## src/rtl/ntt_pointwise_mac_pkg.sv

```systemverilog
// Shared constants for the Dilithium-style NTT datapath: modulus, Barrett
// constant, pipeline depth, transform length and controller state encodings.
package ntt_pointwise_mac_pkg;

    localparam int COEF_W = 24;
    localparam logic [COEF_W-1:0] Q = 24'd8380417;

    // MU = floor(2^48 / Q); with a 48-bit shift the quotient estimate is at most one short
    localparam int MU_W = 26;
    localparam logic [MU_W-1:0] MU = 26'd33587228;

    localparam int PIPE_LAT = 8;
    localparam int N = 256;

    typedef enum logic [1:0] {
        S_IDLE  = 2'd0,
        S_RUN   = 2'd1,
        S_DRAIN = 2'd2,
        S_DONE  = 2'd3
    } state_t;

endpackage

```

## src/rtl/Barrett_reduce.sv

```systemverilog
// Four-stage pipelined Barrett reduction of a full-width product to [0,Q).
// Fixed latency, no valid handshake; the caller tracks validity.
module Barrett_reduce
    import ntt_pointwise_mac_pkg::*;
#(
    parameter int WIDTH = 24
) (
    input  logic               clk,
    input  logic               rst_n,
    input  logic [2*WIDTH-1:0] x,
    output logic [WIDTH-1:0]   r
);

    localparam int PW = 2 * WIDTH;
    localparam int TW = PW + MU_W;

    logic [MU_W-1:0]  q_est;
    logic [PW-1:0]    x_d1;
    logic [PW-1:0]    x_d2;
    logic [PW-1:0]    qm;
    logic [WIDTH-1:0] r_raw;

    // Quotient estimate, its multiple of Q, the remainder (< 2Q), then one conditional subtract
    always_ff @(posedge clk or negedge rst_n) begin
        if (!rst_n) begin
            q_est <= '0;
            x_d1  <= '0;
            x_d2  <= '0;
            qm    <= '0;
            r_raw <= '0;
            r     <= '0;
        end else begin
            q_est <= MU_W'((TW'(x) * TW'(MU)) >> PW);
            x_d1  <= x;
            qm    <= PW'(q_est) * PW'(Q);
            x_d2  <= x_d1;
            r_raw <= WIDTH'(x_d2 - qm);
            r     <= (r_raw >= WIDTH'(Q)) ? (r_raw - WIDTH'(Q)) : r_raw;
        end
    end

endmodule

```

## src/rtl/mod_add.sv

```systemverilog
// Combinational modular addition of two canonical residues with a single
// conditional subtract of Q.
module mod_add
    import ntt_pointwise_mac_pkg::*;
#(
    parameter int WIDTH = 24
) (
    input  logic [WIDTH-1:0] a,
    input  logic [WIDTH-1:0] b,
    output logic [WIDTH-1:0] y
);

    localparam int SW = WIDTH + 1;

    logic [SW-1:0] sum;
    logic [SW-1:0] q_ext;

    assign q_ext = SW'(Q);
    assign sum   = {1'b0, a} + {1'b0, b};
    assign y     = (sum >= q_ext) ? WIDTH'(sum - q_ext) : WIDTH'(sum);

endmodule

```

## src/rtl/mulred_pipe.sv

```systemverilog
// Operand capture, full-width multiply and Barrett reduction, with a valid
// shift register that tracks each issued address through the pipe.
module mulred_pipe
    import ntt_pointwise_mac_pkg::*;
#(
    parameter int WIDTH = 24
) (
    input  logic             clk,
    input  logic             rst_n,
    input  logic             in_valid,
    input  logic [WIDTH-1:0] a_data,
    input  logic [WIDTH-1:0] b_data,
    output logic             c_rd_en,
    output logic             out_valid,
    output logic [WIDTH-1:0] red
);

    localparam int VL = PIPE_LAT - 1;
    localparam int PW = 2 * WIDTH;

    logic [VL-1:0]    vld;
    logic [WIDTH-1:0] a_q;
    logic [WIDTH-1:0] b_q;
    logic [PW-1:0]    prod;

    always_ff @(posedge clk or negedge rst_n) begin
        if (!rst_n) begin
            vld  <= '0;
            a_q  <= '0;
            b_q  <= '0;
            prod <= '0;
        end else begin
            vld  <= {vld[VL-2:0], in_valid};
            a_q  <= a_data;
            b_q  <= b_data;
            prod <= PW'(a_q) * PW'(b_q);
        end
    end

    Barrett_reduce #(.WIDTH(WIDTH)) u_barrett (
        .clk   (clk),
        .rst_n (rst_n),
        .x     (prod),
        .r     (red)
    );

    // The C read is requested two stages early so its RAM latency lines up with red
    assign c_rd_en   = vld[VL-3];
    assign out_valid = vld[VL-1];

endmodule

```

## src/rtl/ntt_pointwise_mac.sv

```systemverilog
// Pointwise multiply (optionally accumulate) of two NTT-domain polynomials
// mod Q, streaming one coefficient per cycle from A/B RAMs into C.
module ntt_pointwise_mac
    import ntt_pointwise_mac_pkg::*;
#(
    parameter int WIDTH  = 24,
    parameter int ADDR_W = 8
) (
    input  logic              clk,
    input  logic              rst_n,
    input  logic              start,
    input  logic              acc,
    output logic              done,
    output logic [ADDR_W-1:0] ram_a_addr,
    input  logic [WIDTH-1:0]  ram_a_rdata,
    output logic [ADDR_W-1:0] ram_b_addr,
    input  logic [WIDTH-1:0]  ram_b_rdata,
    output logic [ADDR_W-1:0] ram_c_addr_a,
    input  logic [WIDTH-1:0]  ram_c_rdata_a,
    output logic [ADDR_W-1:0] ram_c_addr_b,
    output logic              ram_c_we_b,
    output logic [WIDTH-1:0]  ram_c_wdata_b
);

    localparam int CW = ADDR_W + 1;

    state_t          state;
    logic [CW-1:0]   iss_cnt;
    logic [CW-1:0]   rd_cnt;
    logic [CW-1:0]   wr_cnt;
    logic            acc_lat;
    logic            iss_valid;
    logic            c_rd_en;
    logic            red_valid;
    logic [WIDTH-1:0] red;
    logic [WIDTH-1:0] c_old;
    logic [WIDTH-1:0] sum;

    mulred_pipe #(.WIDTH(WIDTH)) u_pipe (
        .clk       (clk),
        .rst_n     (rst_n),
        .in_valid  (iss_valid),
        .a_data    (ram_a_rdata),
        .b_data    (ram_b_rdata),
        .c_rd_en   (c_rd_en),
        .out_valid (red_valid),
        .red       (red)
    );

    assign c_old = acc_lat ? ram_c_rdata_a : '0;

    mod_add #(.WIDTH(WIDTH)) u_add (
        .a (red),
        .b (c_old),
        .y (sum)
    );

    assign ram_b_addr = ram_a_addr;

    // Controller plus the C read/write sequencers, all driven by pipeline valid taps
    always_ff @(posedge clk or negedge rst_n) begin
        if (!rst_n) begin
            state         <= S_IDLE;
            done          <= 1'b0;
            acc_lat       <= 1'b0;
            iss_valid     <= 1'b0;
            iss_cnt       <= '0;
            rd_cnt        <= '0;
            wr_cnt        <= '0;
            ram_a_addr    <= '0;
            ram_c_addr_a  <= '0;
            ram_c_addr_b  <= '0;
            ram_c_we_b    <= 1'b0;
            ram_c_wdata_b <= '0;
        end else begin
            iss_valid  <= 1'b0;
            ram_c_we_b <= 1'b0;

            case (state)
                S_IDLE: begin
                    if (start) begin
                        state      <= S_RUN;
                        acc_lat    <= acc;
                        ram_a_addr <= '0;
                        iss_valid  <= 1'b1;
                        iss_cnt    <= CW'(1);
                        rd_cnt     <= '0;
                        wr_cnt     <= '0;
                    end
                end
                S_RUN: begin
                    ram_a_addr <= ADDR_W'(iss_cnt);
                    iss_valid  <= 1'b1;
                    iss_cnt    <= iss_cnt + CW'(1);
                    if (iss_cnt == CW'(N - 1)) begin
                        state <= S_DRAIN;
                    end
                end
                S_DRAIN: begin
                    if (wr_cnt == CW'(N)) begin
                        state <= S_DONE;
                        done  <= 1'b1;
                    end
                end
                S_DONE: begin
                    if (!start) begin
                        state <= S_IDLE;
                        done  <= 1'b0;
                    end
                end
                default: state <= S_IDLE;
            endcase

            // Parking the read port at 0 keeps it off every write address once the reads end
            if (c_rd_en) begin
                ram_c_addr_a <= ADDR_W'(rd_cnt);
                rd_cnt       <= rd_cnt + CW'(1);
            end else begin
                ram_c_addr_a <= '0;
            end

            if (red_valid) begin
                ram_c_we_b    <= 1'b1;
                ram_c_addr_b  <= ADDR_W'(wr_cnt);
                ram_c_wdata_b <= sum;
                wr_cnt        <= wr_cnt + CW'(1);
            end
        end
    end

endmodule
```

## config.mk

```make
export PLATFORM = sky130hd
export DESIGN_NAME = ntt_pointwise_mac
export DESIGN_NICKNAME = d
export VERILOG_FILES = /design/src/rtl/ntt_pointwise_mac_pkg.sv /design/src/rtl/Barrett_reduce.sv /design/src/rtl/mod_add.sv /design/src/rtl/mulred_pipe.sv /design/src/rtl/ntt_pointwise_mac.sv
export SDC_FILE = /design/constraint.sdc
export NUM_CORES = 2
export LEC_CHECK = 0
export BUFFER_PORTS_ARGS = -buffer_cell sky130_fd_sc_hd__buf_2
export CAP_MARGIN = 25
export CORE_ASPECT_RATIO = 1.25
export CORE_MARGIN = 2
export CORE_UTILIZATION = 42
export DETAILED_ROUTE_END_ITERATION = 16
export PLACE_DENSITY = 0.64
export RECOVER_POWER = 100
export SETUP_SLACK_MARGIN = 0.4
export SYNTH_ARGS = -nofsm -noshare
export SYNTH_HDL_FRONTEND = slang
export SYNTH_SLANG_ARGS = --single-unit
```

## constraint.sdc

```tcl
create_clock -name clk -period 8.1 [get_ports clk]
set_input_delay 1.62 -clock clk [delete_from_list [all_inputs] [get_ports clk]]
set_output_delay 1.62 -clock clk [all_outputs]
set_load 0.03 [all_outputs]
```

Word-level counts from Yosys, hierarchy flattened
Index checks and enable logic that the tools add are counted.
{"block": "word_totals", "register_bits": 330, "in_bits": 76, "out_inout_bits": 58}
{"block": "classes", "add_sub_neg": 7, "mul": 3, "magnitude_cmp": 2, "n_eq_ne": 9, "mux": 23, "reduce_logical": 13}
{"operator": "multiplier 48 x 24 -> 72 bit, second input constant", "n": 1}
{"operator": "2-to-1 mux 24 bit", "n": 3}
{"operator": "multiplier 24 x 24 -> 48 bit", "n": 1}
{"operator": "subtractor 24 x 23 -> 24 bit, second input constant", "n": 2}
{"operator": "2-to-1 mux 9 bit", "n": 5}
{"operator": "adder 9 x 1 -> 9 bit, second input constant", "n": 3}
{"operator": "multiplier 26 x 23 -> 24 bit, second input constant", "n": 1}
{"operator": "adder 24 x 24 -> 25 bit", "n": 1}
{"operator": "greater-or-equal comparator 25 x 23 -> 1 bit, second input constant", "n": 1}
{"operator": "greater-or-equal comparator 24 x 23 -> 1 bit, second input constant", "n": 1}
{"operator": "subtractor 24 bit", "n": 1}
{"operator": "case mux 9 bit (2 select lines)", "n": 1}
{"operator": "2-to-1 mux 8 bit", "n": 2}
{"operator": "case mux 8 bit (2 select lines)", "n": 1}
{"operator": "nonzero test 2 bit", "n": 6}
{"operator": "== test 9 x 8 -> 1 bit, second input constant", "n": 1}
{"operator": "== test 9 bit, second input constant", "n": 1}
{"operator": "2-to-1 mux 2 bit", "n": 4}
{"operator": "inequality test 2 bit, second input constant", "n": 4}
{"operator": "case mux 2 bit (4 select lines)", "n": 1}
{"operator": "AND reduction 2 bit", "n": 4}
{"operator": "== test 2 bit, second input constant", "n": 2}
{"operator": "2-to-1 mux 1 bit", "n": 4}
{"operator": "case mux 1 bit (2 select lines)", "n": 2}
{"operator": "4 further kinds", "n": 4}

Logic depth before layout (Yosys ltp)
{"block": "depth", "depth_word": 4, "mapped_depth": 27}

Modules after synthesis
From an unflattened synthesis, not the netlist that was laid out.
{"block": "hier_totals", "cells_unflattened": 4071, "area_unflattened_um2": 40779.1}
{"mod": "mulred_pipe", "instances": 1, "cells_per_inst": 2296, "area_per_inst_um2": 21709.6, "seq_area_each_um2": 2577.5}
{"mod": "Barrett_reduce", "instances": 1, "cells_per_inst": 1126, "area_per_inst_um2": 13113.8, "seq_area_each_um2": 3603.5}
{"mod": "ntt_pointwise_mac", "instances": 1, "cells_per_inst": 322, "area_per_inst_um2": 3656.0, "seq_area_each_um2": 2001.9}
{"mod": "mod_add", "instances": 1, "cells_per_inst": 327, "area_per_inst_um2": 2299.7, "seq_area_each_um2": 0.0}

Worst setup path before layout
No wires, ideal clock.
{"block": "synth_timing", "path_type": "reg-to-reg", "from": "reg u_pipe.b_q[3]", "to": "reg u_pipe.prod[41]", "arrival_time_ns": 6.656, "slack_ns": 1.365, "path_stages_with_launch": 26, "period_less_slack_ns": 6.735, "path_cell_list": "dfrtp_1 clkbuf_1 nand2_1 fa_1 inv_1 fa_1 inv_1 fa_1 fa_1 inv_1 fa_1 fa_1 inv_1 fa_1 inv_1 ha_1 and4_1 nor2b_1 a221oi_1 o211ai_1 a31oi_1 o21ai_0 a31oi_1 o21ai_0 a21oi_1 xnor2_1"}
{"block": "synth_between", "elab_chain_cells": 1}
{"element": "start: declaration", "line_no": "mulred_pipe.sv:23", "text": "logic [WIDTH-1:0] b_q;"}
{"element": "start signal: assignment", "line_no": "mulred_pipe.sv:35", "text": "b_q <= b_data;"}
{"element": "multiplier 24 x 24 -> 48 bit", "line_no": "mulred_pipe.sv:36", "text": "prod <= PW'(a_q) * PW'(b_q);"}
{"element": "end signal: assignment", "line_no": "mulred_pipe.sv:36"}
{"element": "end: declaration", "line_no": "mulred_pipe.sv:24", "text": "logic [PW-1:0] prod;"}
No other way between the ends.
A chain may end at the register's enable or synchronous reset.

Worst setup path in the final report
{"block": "layout_timing", "from": "reg u_pipe.b_q[3]", "to": "reg u_pipe.prod[44]"}
Same word-level chain as after synthesis.

==> impl_metrics.py <==
metrics = {
    "status": {
        "status": "complete, but fails checks",
        "violations": "capacitance limit, slew limit",
    },
    "worst_setup_path": {
        "max_stage_delay_ns": 0.76,
        "path_class": "reg -> reg",
        "start_kind": "register",
        "endpoint": "u_pipe.prod[44]$_DFF_PN0_",
        "regToRegEndpoint": "u_pipe.prod[44]$_DFF_PN0_",
        "cp.required_ns": 8.57,
        "crit_path_end_kind": "register",
        "cp_cell_sequence": "buf_4 > nand2_1 > fa_1 > fa_1 > inv_1 > fa_1 > fa_1 > fa_1 > fa_1 > inv_1 > fa_1 > inv_1 > ha_1 > a21o_1 > a21oi_1 > nor2_1 > o21ai_0 > a41oi_1 > o2111ai_1 > a21oi_1 > nor3_1 > o21ai_0 > xor2_1",
        "slowest_stage": "dfrtp_1",
        "crit_path_max_fanout": 14,
        "critical_path_arrival_ns": 7.86,
        "r2r_slack_ns": 0.71,
        "r2r_cells": 23,
        "worst_path_most_repeated_cell": "fa_1",
        "r2r-start": "u_pipe.b_q[3]$_DFF_PN0_",
        "cp-startpoint": "u_pipe.b_q[3]$_DFF_PN0_",
    },
    "logic_synthesis": {
        "synth_cell_types": 91,
        "syn_area_mm2": 0.04041,
        "synthesis.nets": 5233,
        "synth_warnings": 0,
        "synthArstFlopShare": 1.000,
        "ys.flop_type": "dfrtp_1",
        "ys_ff_latch": 327,
        "synthCells": 4048,
        "synth_edf_count": 0,
        "ys_seq_area_frac": 0.2025,
        "avgSynthCellArea_um2": 9.983,
    },
    "global_route": {
        "grt_pass1_wl_um": 156700,
        "grt_start_max_net_pins": 83,
        "gr-total-overflow": 0,
        "grtUsageTotal": 0.2014,
        "antenna_found_initial": 0,
        "grt_pass1_vias": 29559,
    },
    "detailed_routing": {
        "dr.pass1.iters": 5,
        "totalWireLength_um": 96000,
        "vias": 27771,
        "drc": 0,
        "antenna_left": 0,
        "wl_per_cell_um": 17.67,
        "viasPerCell": 5.111,
        "drt_iter0_drc": 1317,
    },
    "timing": {
        "layout_min_cycle_time_ns": 7.394,
        "worst_pin_slew_ns": 4.446,
        "fin_skew_ns": 0.02389,
        "fin_setup_tns_ns": 0,
        "maxSlewViolCount": 291,
        "setup_viol": 0,
        "max_slew_margin": -1.964,
        "rsz0062_at_grt": "false",
        "hold_viol": 0,
        "fmax_mhz": 135.2,
        "whs_ns": 0.3448,
        "fin_crit_sh": 0.9129,
    },
    "cts": {
        "htree_levels": 2,
        "clk_pin_slew_ns": 0.06,
        "clock_latency_ns": 0.59,
        "cts_made_buffers": 40,
        "clkSinkCount": 327,
        "cts-resized-gates": 0,
        "root_buffer": "clkbuf_16",
        "cts_hold_buffers": 0,
        "cts_buffer_depth": 3,
        "cts_tree": "yes",
        "cts_setup_buffers": 0,
    },
    "finish": {
        "n_antenna_cell": 0,
        "fin_cells": 5434,
        "final_area_mm2": 0.04361,
        "nets": 5299,
        "largest_register": "u_pipe.prod",
        "fillers": 9167,
        "syn2layout_area_growth_pct": 7.926,
        "largest_reg_flops": 48,
        "layout-drive-gt1-share": 0.05671,
    },
    "die": {
        "chipWidth_um": 281.4,
        "dieArea_mm2": 0.09873,
        "io_pins": 134,
        "fp.coreArea_mm2": 0.09566,
        "rows": 127,
        "die_y_um": 350.8,
        "start_util": 0.4225,
    },
    "worst_hold_path": {
        "hold_class": "reg -> reg",
    },
    "placed_design": {
        "port-buffer-count": 133,
        "dpl_cell_area_mm2": 0.04235,
        "gp_congestion": 0.9125,
        "hpwl_um": 78330,
        "place_inst": 5361,
    },
    "flow_run": {
        "drv_cap": 5,
    },
}
## worst min-delay path by stage
| stage | endpoint | cells past startpoint | from | slack (ns) |
|---|---|---|---|---|
| after floorplan | u_pipe.u_barrett.qm[11]$_DFF_PN0_ | 0 | u_pipe.u_barrett.q_est[11]$_DFF_PN0_ | 0.33 |
| after global placement | u_pipe.vld[3]$_DFF_PN0_ | 0 | u_pipe.vld[2]$_DFF_PN0_ | 0.33 |
| after detailed placement | u_pipe.u_barrett.x_d2[7]$_DFF_PN0_ | 0 | u_pipe.u_barrett.x_d1[7]$_DFF_PN0_ | 0.33 |
| after global routing | u_pipe.u_barrett.x_d2[15]$_DFF_PN0_ | 0 | u_pipe.u_barrett.x_d1[15]$_DFF_PN0_ | 0.35 |
| final | u_pipe.vld[4]$_DFF_PN0_ | 0 | u_pipe.vld[3]$_DFF_PN0_ | 0.34 |
| after CTS | u_pipe.u_barrett.x_d2[1]$_DFF_PN0_ | 0 | u_pipe.u_barrett.x_d1[1]$_DFF_PN0_ | 0.34 |
## cells in the final DEF (no fill, tap or decap), types with 10 or more instances in the layout
master,synthesis,routed
buf_4,10,31
nor3_1,42,42
fa_1,624,624
o2111ai_1,9,10
nor4_1,11,11
dfrtp_2,0,30
a31oi_1,22,21
or3_1,11,11
nor2_1,109,109
ha_1,485,485
nand2_1,389,389
dfrtp_1,327,297
and2_0,0,14
o21bai_1,12,12
inv_1,736,736
a22oi_1,11,11
nand4_1,21,21
xor2_1,41,41
xnor2_1,105,105
and4_1,10,10
o211ai_1,23,23
clkbuf_1,124,76
nand3_1,62,62
nor2b_1,23,23
nand2b_1,13,13
a21oi_1,115,116
buf_2,7,66
and3_1,22,22
o21a_1,21,21
clkbuf_16,0,40
and2_1,339,325
mux2_2,12,12
a21o_1,48,48
a211oi_1,20,21
mux2i_1,16,16
o21ai_0,85,90
nor3b_1,10,10
## Yosys cell counts (all sizes together) (5+ instances only)
master / instances / area, um2
a2111oi: 9 / 92.59
a211o: 8 / 70.07
a211oi: 23 / 187.7
a21o: 49 / 375.4
a21oi: 118 / 601.8
a22oi: 11 / 82.58
a31o: 8 / 70.06
a31oi: 22 / 137.6
and2: 340 / 2130
and3: 22 / 137.6
and4: 10 / 87.58
buf: 23 / 162.6
clkbuf: 125 / 470.5
dfrtp: 327 / 8183
fa: 624 / 12490
ha: 485 / 6068
inv: 736 / 2763
mux2: 13 / 146.4
mux2i: 16 / 160.2
nand2: 389 / 1460
nand2b: 13 / 81.33
nand3: 63 / 320.3
nand3b: 5 / 37.54
nand4: 21 / 131.4
nor2: 110 / 420.4
nor2b: 23 / 143.9
nor3: 42 / 210.2
nor3b: 10 / 75.07
nor4: 13 / 111.4
o2111ai: 10 / 93.84
o211ai: 23 / 172.7
o21a: 21 / 157.7
o21ai: 97 / 500.5
o21bai: 12 / 90.09
o31ai: 5 / 37.54
or2: 7 / 43.80
or3: 11 / 68.82
xnor2: 105 / 919.6
xor2: 41 / 359.1
## layer usage
layer  part of all wire  routed length, um  vias to the layer above  GRT usage
li1                   -                  -                    12953          -
met1               0.40              38070                    14030     0.2394
met2               0.52              50240                      613     0.3716
met3              0.040               3831                      175    0.02192
met4              0.040               3859                        0    0.07631
met5                  0                  0                        -          0
## kinds of logic after synthesis
logic type,after synthesis,share of synthesized area
fa+ha+maj,1109,0.4593
flops,327,0.2025
buf+inv,884,0.08403
simple gates,1097,0.1391
xor+xnor,146,0.03164
compound gates,456,0.07583
mux,29,0.007586
## per-stage QoR
step,setup WS [ns],util
final,0.7056,0.4559
after global placement,0.5540,0.4428
after CTS,0.4019,0.4573
after floorplan,1.365,-
after global routing,0.3080,0.4559
after detailed placement,0.4401,0.4428
## final cells by class
class                   count  area, um2  area share
clock inverters            22      301.5    0.006914
repair buffers            172      849.6     0.01948
flip-flops and latches    327       8220      0.1885
clock buffers              50       1089     0.02496
inverters                 736       2763     0.06334
well taps                1290       1614     0.03701
multi-input cells        2837      28780      0.6598
## worst max-delay path, delay by kind of cell, from the launching register on
family                   cells  cell delay (ns)
AO/OA/AOI/OAI                7             1.57
XOR/XNOR                     1             0.16
adder cells (fa/ha/maj)      8             3.74
buffers and inverters        4             0.46
flip-flops                   1             0.76
AND/OR/NAND/NOR              3             0.57
Power is not shown: default switching activity piles up to over one toggle a cycle in this logic, so the estimate is an artifact.
